==> src/rtl/prog_loader_if.sv <==
// Loader/CPU-side bus for prog_loader: control, byte-stream refill port and
// instruction fetch port grouped into one bundle.
interface prog_loader_if #(
    parameter int ADDR_W = 4,
    parameter int DATA_W = 8
);
    logic              load_req;
    logic              start;
    logic              s_valid;
    logic [DATA_W-1:0] s_data;
    logic              s_ready;
    logic [ADDR_W-1:0] mem_addr;
    logic [DATA_W-1:0] mem_data;
    logic              cpu_run;
    logic              loading;
    logic              load_done;

    modport master (
        output load_req, start, s_valid, s_data, mem_addr,
        input  s_ready, mem_data, cpu_run, loading, load_done
    );

    modport slave (
        input  load_req, start, s_valid, s_data, mem_addr,
        output s_ready, mem_data, cpu_run, loading, load_done
    );
endinterface

==> src/rtl/prog_loader.sv <==
// Program store for the 4-bit CPU: 16-entry instruction memory with a
// combinational fetch port and a byte-stream loader that holds the CPU in reset.
//
// state | meaning
// HALT  | idle after reset, CPU held; waits for load_req or start
// LOAD  | accepting program bytes into mem[wptr], CPU held
// RUN   | CPU released and fetching
module prog_loader #(
    parameter int ADDR_W = 4,
    parameter int DATA_W = 8
) (
    input  logic          clk,
    input  logic          rst_n,
    prog_loader_if.slave  bus
);
    localparam int DEPTH = 2 ** ADDR_W;
    localparam logic [ADDR_W:0] LAST = (ADDR_W + 1)'(DEPTH - 1);

    typedef enum logic [1:0] {
        HALT = 2'd0,
        LOAD = 2'd1,
        RUN  = 2'd2
    } state_t;

    state_t            state_q;
    logic [ADDR_W:0]   wptr_q;
    logic [DATA_W-1:0] mem_q [DEPTH];
    logic              cpu_run_q;
    logic              load_done_q;

    // A pending load_req blocks acceptance so a restart never writes a stale byte.
    assign bus.s_ready   = (state_q == LOAD) && !bus.load_req;
    assign bus.loading   = (state_q == LOAD);
    assign bus.mem_data  = mem_q[bus.mem_addr];
    assign bus.cpu_run   = cpu_run_q;
    assign bus.load_done = load_done_q;

    always_ff @(posedge clk or negedge rst_n) begin
        if (!rst_n) begin
            state_q     <= HALT;
            wptr_q      <= '0;
            cpu_run_q   <= 1'b0;
            load_done_q <= 1'b0;
            for (int i = 0; i < DEPTH; i++) begin
                mem_q[i] <= '0;
            end
        end else begin
            load_done_q <= 1'b0;
            case (state_q)
                HALT: begin
                    if (bus.load_req) begin
                        state_q <= LOAD;
                        wptr_q  <= '0;
                    end else if (bus.start) begin
                        state_q   <= RUN;
                        cpu_run_q <= 1'b1;
                    end
                end
                LOAD: begin
                    if (bus.load_req) begin
                        wptr_q <= '0;
                    end else if (bus.s_valid) begin
                        mem_q[wptr_q[ADDR_W-1:0]] <= bus.s_data;
                        wptr_q <= wptr_q + 1'b1;
                        if (wptr_q == LAST) begin
                            state_q     <= RUN;
                            cpu_run_q   <= 1'b1;
                            load_done_q <= 1'b1;
                        end
                    end
                end
                RUN: begin
                    // cpu_run drops on the sampling edge so the CPU restarts from ip=0.
                    if (bus.load_req) begin
                        state_q   <= LOAD;
                        wptr_q    <= '0;
                        cpu_run_q <= 1'b0;
                    end
                end
                default: begin
                    state_q   <= HALT;
                    cpu_run_q <= 1'b0;
                end
            endcase
        end
    end
endmodule

==> src/flat_wrapper.sv <==
// flat-port wrapper written by rule: the top's interface ports become plain ports
module prog_loader_flat 
#(
    parameter int ADDR_W = 4,
    parameter int DATA_W = 8
)
  (clk, rst_n, bus_load_req, bus_start, bus_s_valid, bus_s_data, bus_mem_addr, bus_s_ready, bus_mem_data, bus_cpu_run, bus_loading, bus_load_done);
  prog_loader_if #(.ADDR_W(ADDR_W), .DATA_W(DATA_W)) bus_i ();
  input  logic clk;
  input  logic rst_n;
  input wire logic [$bits(bus_i.load_req)-1:0] bus_load_req;
  input wire logic [$bits(bus_i.start)-1:0] bus_start;
  input wire logic [$bits(bus_i.s_valid)-1:0] bus_s_valid;
  input wire logic [$bits(bus_i.s_data)-1:0] bus_s_data;
  input wire logic [$bits(bus_i.mem_addr)-1:0] bus_mem_addr;
  output wire logic [$bits(bus_i.s_ready)-1:0] bus_s_ready;
  output wire logic [$bits(bus_i.mem_data)-1:0] bus_mem_data;
  output wire logic [$bits(bus_i.cpu_run)-1:0] bus_cpu_run;
  output wire logic [$bits(bus_i.loading)-1:0] bus_loading;
  output wire logic [$bits(bus_i.load_done)-1:0] bus_load_done;
  assign bus_i.load_req = bus_load_req;
  assign bus_i.start = bus_start;
  assign bus_i.s_valid = bus_s_valid;
  assign bus_i.s_data = bus_s_data;
  assign bus_i.mem_addr = bus_mem_addr;
  assign bus_s_ready = bus_i.s_ready;
  assign bus_mem_data = bus_i.mem_data;
  assign bus_cpu_run = bus_i.cpu_run;
  assign bus_loading = bus_i.loading;
  assign bus_load_done = bus_i.load_done;
  prog_loader #(.ADDR_W(ADDR_W), .DATA_W(DATA_W)) u_core (.clk(clk), .rst_n(rst_n), .bus(bus_i));
endmodule
==> config.mk <==
export PLATFORM = sky130hd
export DESIGN_NAME = prog_loader_flat
export DESIGN_NICKNAME = d
export VERILOG_FILES = /design/src/rtl/prog_loader_if.sv /design/src/rtl/prog_loader.sv /design/src/flat_wrapper.sv
export SDC_FILE = /design/constraint.sdc
export NUM_CORES = 1
export LEC_CHECK = 0
export CAP_MARGIN = 20
export CORE_MARGIN = 8
export CORE_UTILIZATION = 30
export DETAILED_ROUTE_END_ITERATION = 12
export GPL_TIMING_DRIVEN = 1
export REMOVE_ABC_BUFFERS = 1
export SYNTH_ARGS = -nofsm -noshare
export SYNTH_HDL_FRONTEND = slang
export SYNTH_SLANG_ARGS = --single-unit
==> constraint.sdc <==
create_clock -name clk -period 2.1 [get_ports clk]
set_input_delay 0.315 -clock clk [delete_from_list [all_inputs] [get_ports clk]]
set_output_delay 0.315 -clock clk [all_outputs]
set_load 0.05 [all_outputs]
==> results.txt <==
The switching power as a share of total power came out at 25.2%. The placed instances occupy a cell area of 7160 um^2. The area of combinational cells with multiple inputs is 2920 um^2. The average wire length per cell after detail routing is 19.0 um.

The data required time at the worst endpoint came out at 1.78 ns. The utilization after layout is 37.5%. The finished layout holds 755 standard cells, fillers aside.

The number of cells on the critical path came out at 4. The final worst-path cycle share is 98.5%. The initial standard-cell utilization of the core came out at between 30 and 40%.

The delay contributed by the slowest stage of the critical path came out at 0.48 ns. The worst setup path is captured at a primary output. The worst reg-to-reg path cell count came out at 4. By startpoint and endpoint, the worst setup path is classified as flip-flop to primary output. Walking the worst path, the cells encountered are mux4_2 -> a22oi_1 -> nand2_1 -> buf_6.

The number of buffers and inverters on the critical path came out at 1. The overall power consumption came out at 0.00651 W. The final route contains between 3000 and 4000 vias. Broken down by cell family, the worst path's largest delay share belongs to multiplexers.

The synthesized instance count came out at 422. The clock transition at the registers of the reported paths is 0.06 ns. The number of clock buffers added by TritonCTS is 17. The number of rows created at floorplan came out at 53. The share of total power in sequential cells is 46.3%. In the layout the commonest cells are 136 x sky130_fd_sc_hd__dfrtp_1, 128 x sky130_fd_sc_hd__mux2_2, 32 x sky130_fd_sc_hd__mux4_2. For this design the total switching power over the nets is about 0.0016 W.

The top fanout value on the critical path came out at 2. The final sum of negative setup slack came out at 0 ns. 29 I/O pins were placed. The class of the worst hold path is input pin to async pin. The number of buffers on the longest clock path came out at 2.

The maximum number of pins on one net before global-route repair is 45. The run finished with clean final reports. The via density per instance came out at 4.93.

The post-synthesis sequential element count is 137. The CTS root buffer is sky130_fd_sc_hd__clkbuf_16. The actual slew at the worst max-slew pin came out at 0.616 ns. In the final layout, the share of cells above drive strength 1 is 54.8%. The count of port buffers added during placement came out at 28. The floorplan die height came out at 162 um. The total half-perimeter wirelength after legalization and detailed placement is 9.80 mm. The most common cell after layout, fill and taps aside is sky130_fd_sc_hd__dfrtp_1. The number of enable-type register cells in the synthesized netlist is 0. VDD sags by at most 0.459 mV.

The final number of hold-violating endpoints is 0. The share of total power dissipated in the clock network is 40.6%. The total of warnings raised by yosys came out at 0.

The final layout net count is 489. 0 antenna diodes ended up in the layout. The worst clock skew on the final layout is between 0.007 and 0.008 ns. The total number of clock tree sinks is 137. The remaining routing DRC violations is 0. The area of the mapped netlist came out at approximately 6400 um^2. The number of filler cells placed in the layout came out at between 1500 and 2000. In this run, distinct cell masters in the synthesized netlist total 32. The achievable clock frequency came out at 483 MHz.

The leftover overflow at the end of global routing came out at 0. The register area is 3430 um^2. The number of placed instances, taps included, is 720.

Routability-driven placement finished with a final weighted congestion of 0.772. In this run the horizontal extent of the chip is 162 um. The final max-slew violation count is 0. The fraction of synthesis flops using an asynchronous set or reset pin is 100%. The internal power came out at ~0.005 W. TritonCTS built the clock tree. The post-route minimum period is 2.07 ns.

The layout overhead on the synthesized area is 22.8%. The final layout contains routed wiring with a total length of 14.3 mm. The design area is between 7000 and 8000 um^2.

After the first detailed-routing iteration, the DRC count stood at 279. Combinational logic is responsible for 13.2% of the overall power. The data arrival time of the critical path is 1.75 ns.

The overall fraction of global-route tracks in use is 11.8%. Setup repair after global routing could not meet its margin everywhere. The worst slew margin relative to its limit is 58.8%. The dominant register cell in the synthesized netlist is sky130_fd_sc_hd__dfrtp_1. The antenna violation net count after detailed routing is 0.

The largest individual stage delay along the critical path comes from the cell sky130_fd_sc_hd__mux4_2. The static leakage is 3.58 nW. Summing the sequential cell areas from Yosys gives 53.6% of the chip area. The kind of start point of the critical path is a flip-flop. The standard cell core area is about 21000 um^2. The total die area came out at around 26000 um^2. The initial antenna violation count is 0. The detailed-routing iteration count for the pre-antenna-repair pass came out at 4. The worst-case register-to-register setup slack is 0.27 ns.

The first global-routing pass estimated 23.9 mm of wire. The number of global-route vias before repair is 4140. The power per cell area came out at approximately 830 nW/um^2. The H-tree depth is 4. The total of endpoints with negative setup slack in the final report is 0.

The clock latency of the later-clocked register in the worst-skew pair came out at ~0.42 ns. The number of max-cap violations is 0. The per-instance average area after synthesis is 15.2 um^2.
[per-layer routing]
metal / up-vias / global-route usage [%] / part of all wire [%]
li1: 1671 / - / -
met1: 1997 / 15.1 / 45
met2: 40 / 19.4 / 51
met3: 14 / 1.95 / 1.9
met4: 0 / 4.92 / 1.6
met5: - / 0 / 0
[synth_stat cells, types with 5 or more instances]
cell type	count	area [um^2]
sky130_fd_sc_hd__mux2_2	128	1440
sky130_fd_sc_hd__clkbuf_1	15	56.3
sky130_fd_sc_hd__nand2_2	9	56.3
sky130_fd_sc_hd__dfrtp_1	137	3430
sky130_fd_sc_hd__a22oi_1	17	128
sky130_fd_sc_hd__inv_1	7	26.3
sky130_fd_sc_hd__ha_1	5	62.6
sky130_fd_sc_hd__a21oi_1	5	25.0
sky130_fd_sc_hd__nand2_1	14	52.6
sky130_fd_sc_hd__nor2_1	7	26.3
sky130_fd_sc_hd__mux4_2	32	721
sky130_fd_sc_hd__buf_2	8	40.0
[sequential cells by signal (all words and copies together), names as in the netlist]
register	count
u_core.bus.cpu_run	1
u_core.bus.load_done	1
u_core.mem_q	128
u_core.state_q	2
u_core.wptr_q	5
[power groups by stage]
stage / Combinational [W] / Clock, W / Sequential (W)
final: 0.000858 / 0.00264 / 0.00301
after global routing: 0.000928 / 0.00283 / 0.00304
after CTS: 0.000855 / 0.00271 / 0.00301
after detailed placement: 0.000813 / 0 / 0.00306
after global placement: 0.000798 / 0 / 0.00303
after floorplan: 0.000485 / 0 / 0.00304
[cell type report]
type                    instances  share of cell area [%]
flip-flops and latches        137                    43.6
multi-input cells             252                    37.1
clock inverters                11                   0.955
well taps                     275                    4.38
clock buffers                  21                    5.73
repair buffers                 52                    7.83
inverters                       7                   0.334
[path summary, 6_finish.rpt]
kind,endpoint,start
min in group clk,u_core.mem_q[2],u_core.mem_q[2]
worst max register to register,u_core.mem_q[61],u_core.state_q[1]
worst max-delay path,bus_mem_data[7],u_core.mem_q[39]
max in group asynchronous,u_core.mem_q[59],rst_n
worst min-delay path,u_core.mem_q[127],rst_n
worst min register to register,u_core.mem_q[2],u_core.mem_q[2]
[cells by family (layout without fill, tap and decap cells)]
group                      Yosys count  after routing  synth area share, %
muxes                              160            160                 33.8
DFF                                137            137                 53.6
and+or+nand+nor                     54             54                 5.81
AOI/OAI and AO/OA                   33             33                 3.64
buffers and inverters               33             91                 2.21
adders and majority gates            5              5                0.978
[timing repair]
action                                 4_1_cts  5_1_grt
endpoints found under the hold margin       17        0
buffers inserted                             0        1
pin swaps                                    1       16
gates cloned                                 1        0
hold buffers                                 1        0
setup endpoints to repair                    9        9
resized for setup                           19       15
[through the flow]
stage	hold WS [ns]	worst slack [ns]
final	0.314	0.0317
after global placement	0.212	-0.216
after global routing	0.340	-0.0524
after detailed placement	0.217	-0.253
after CTS	0.316	-0.0202
after floorplan	0.0194	-0.0157
Power figures use the tool's default switching activity.
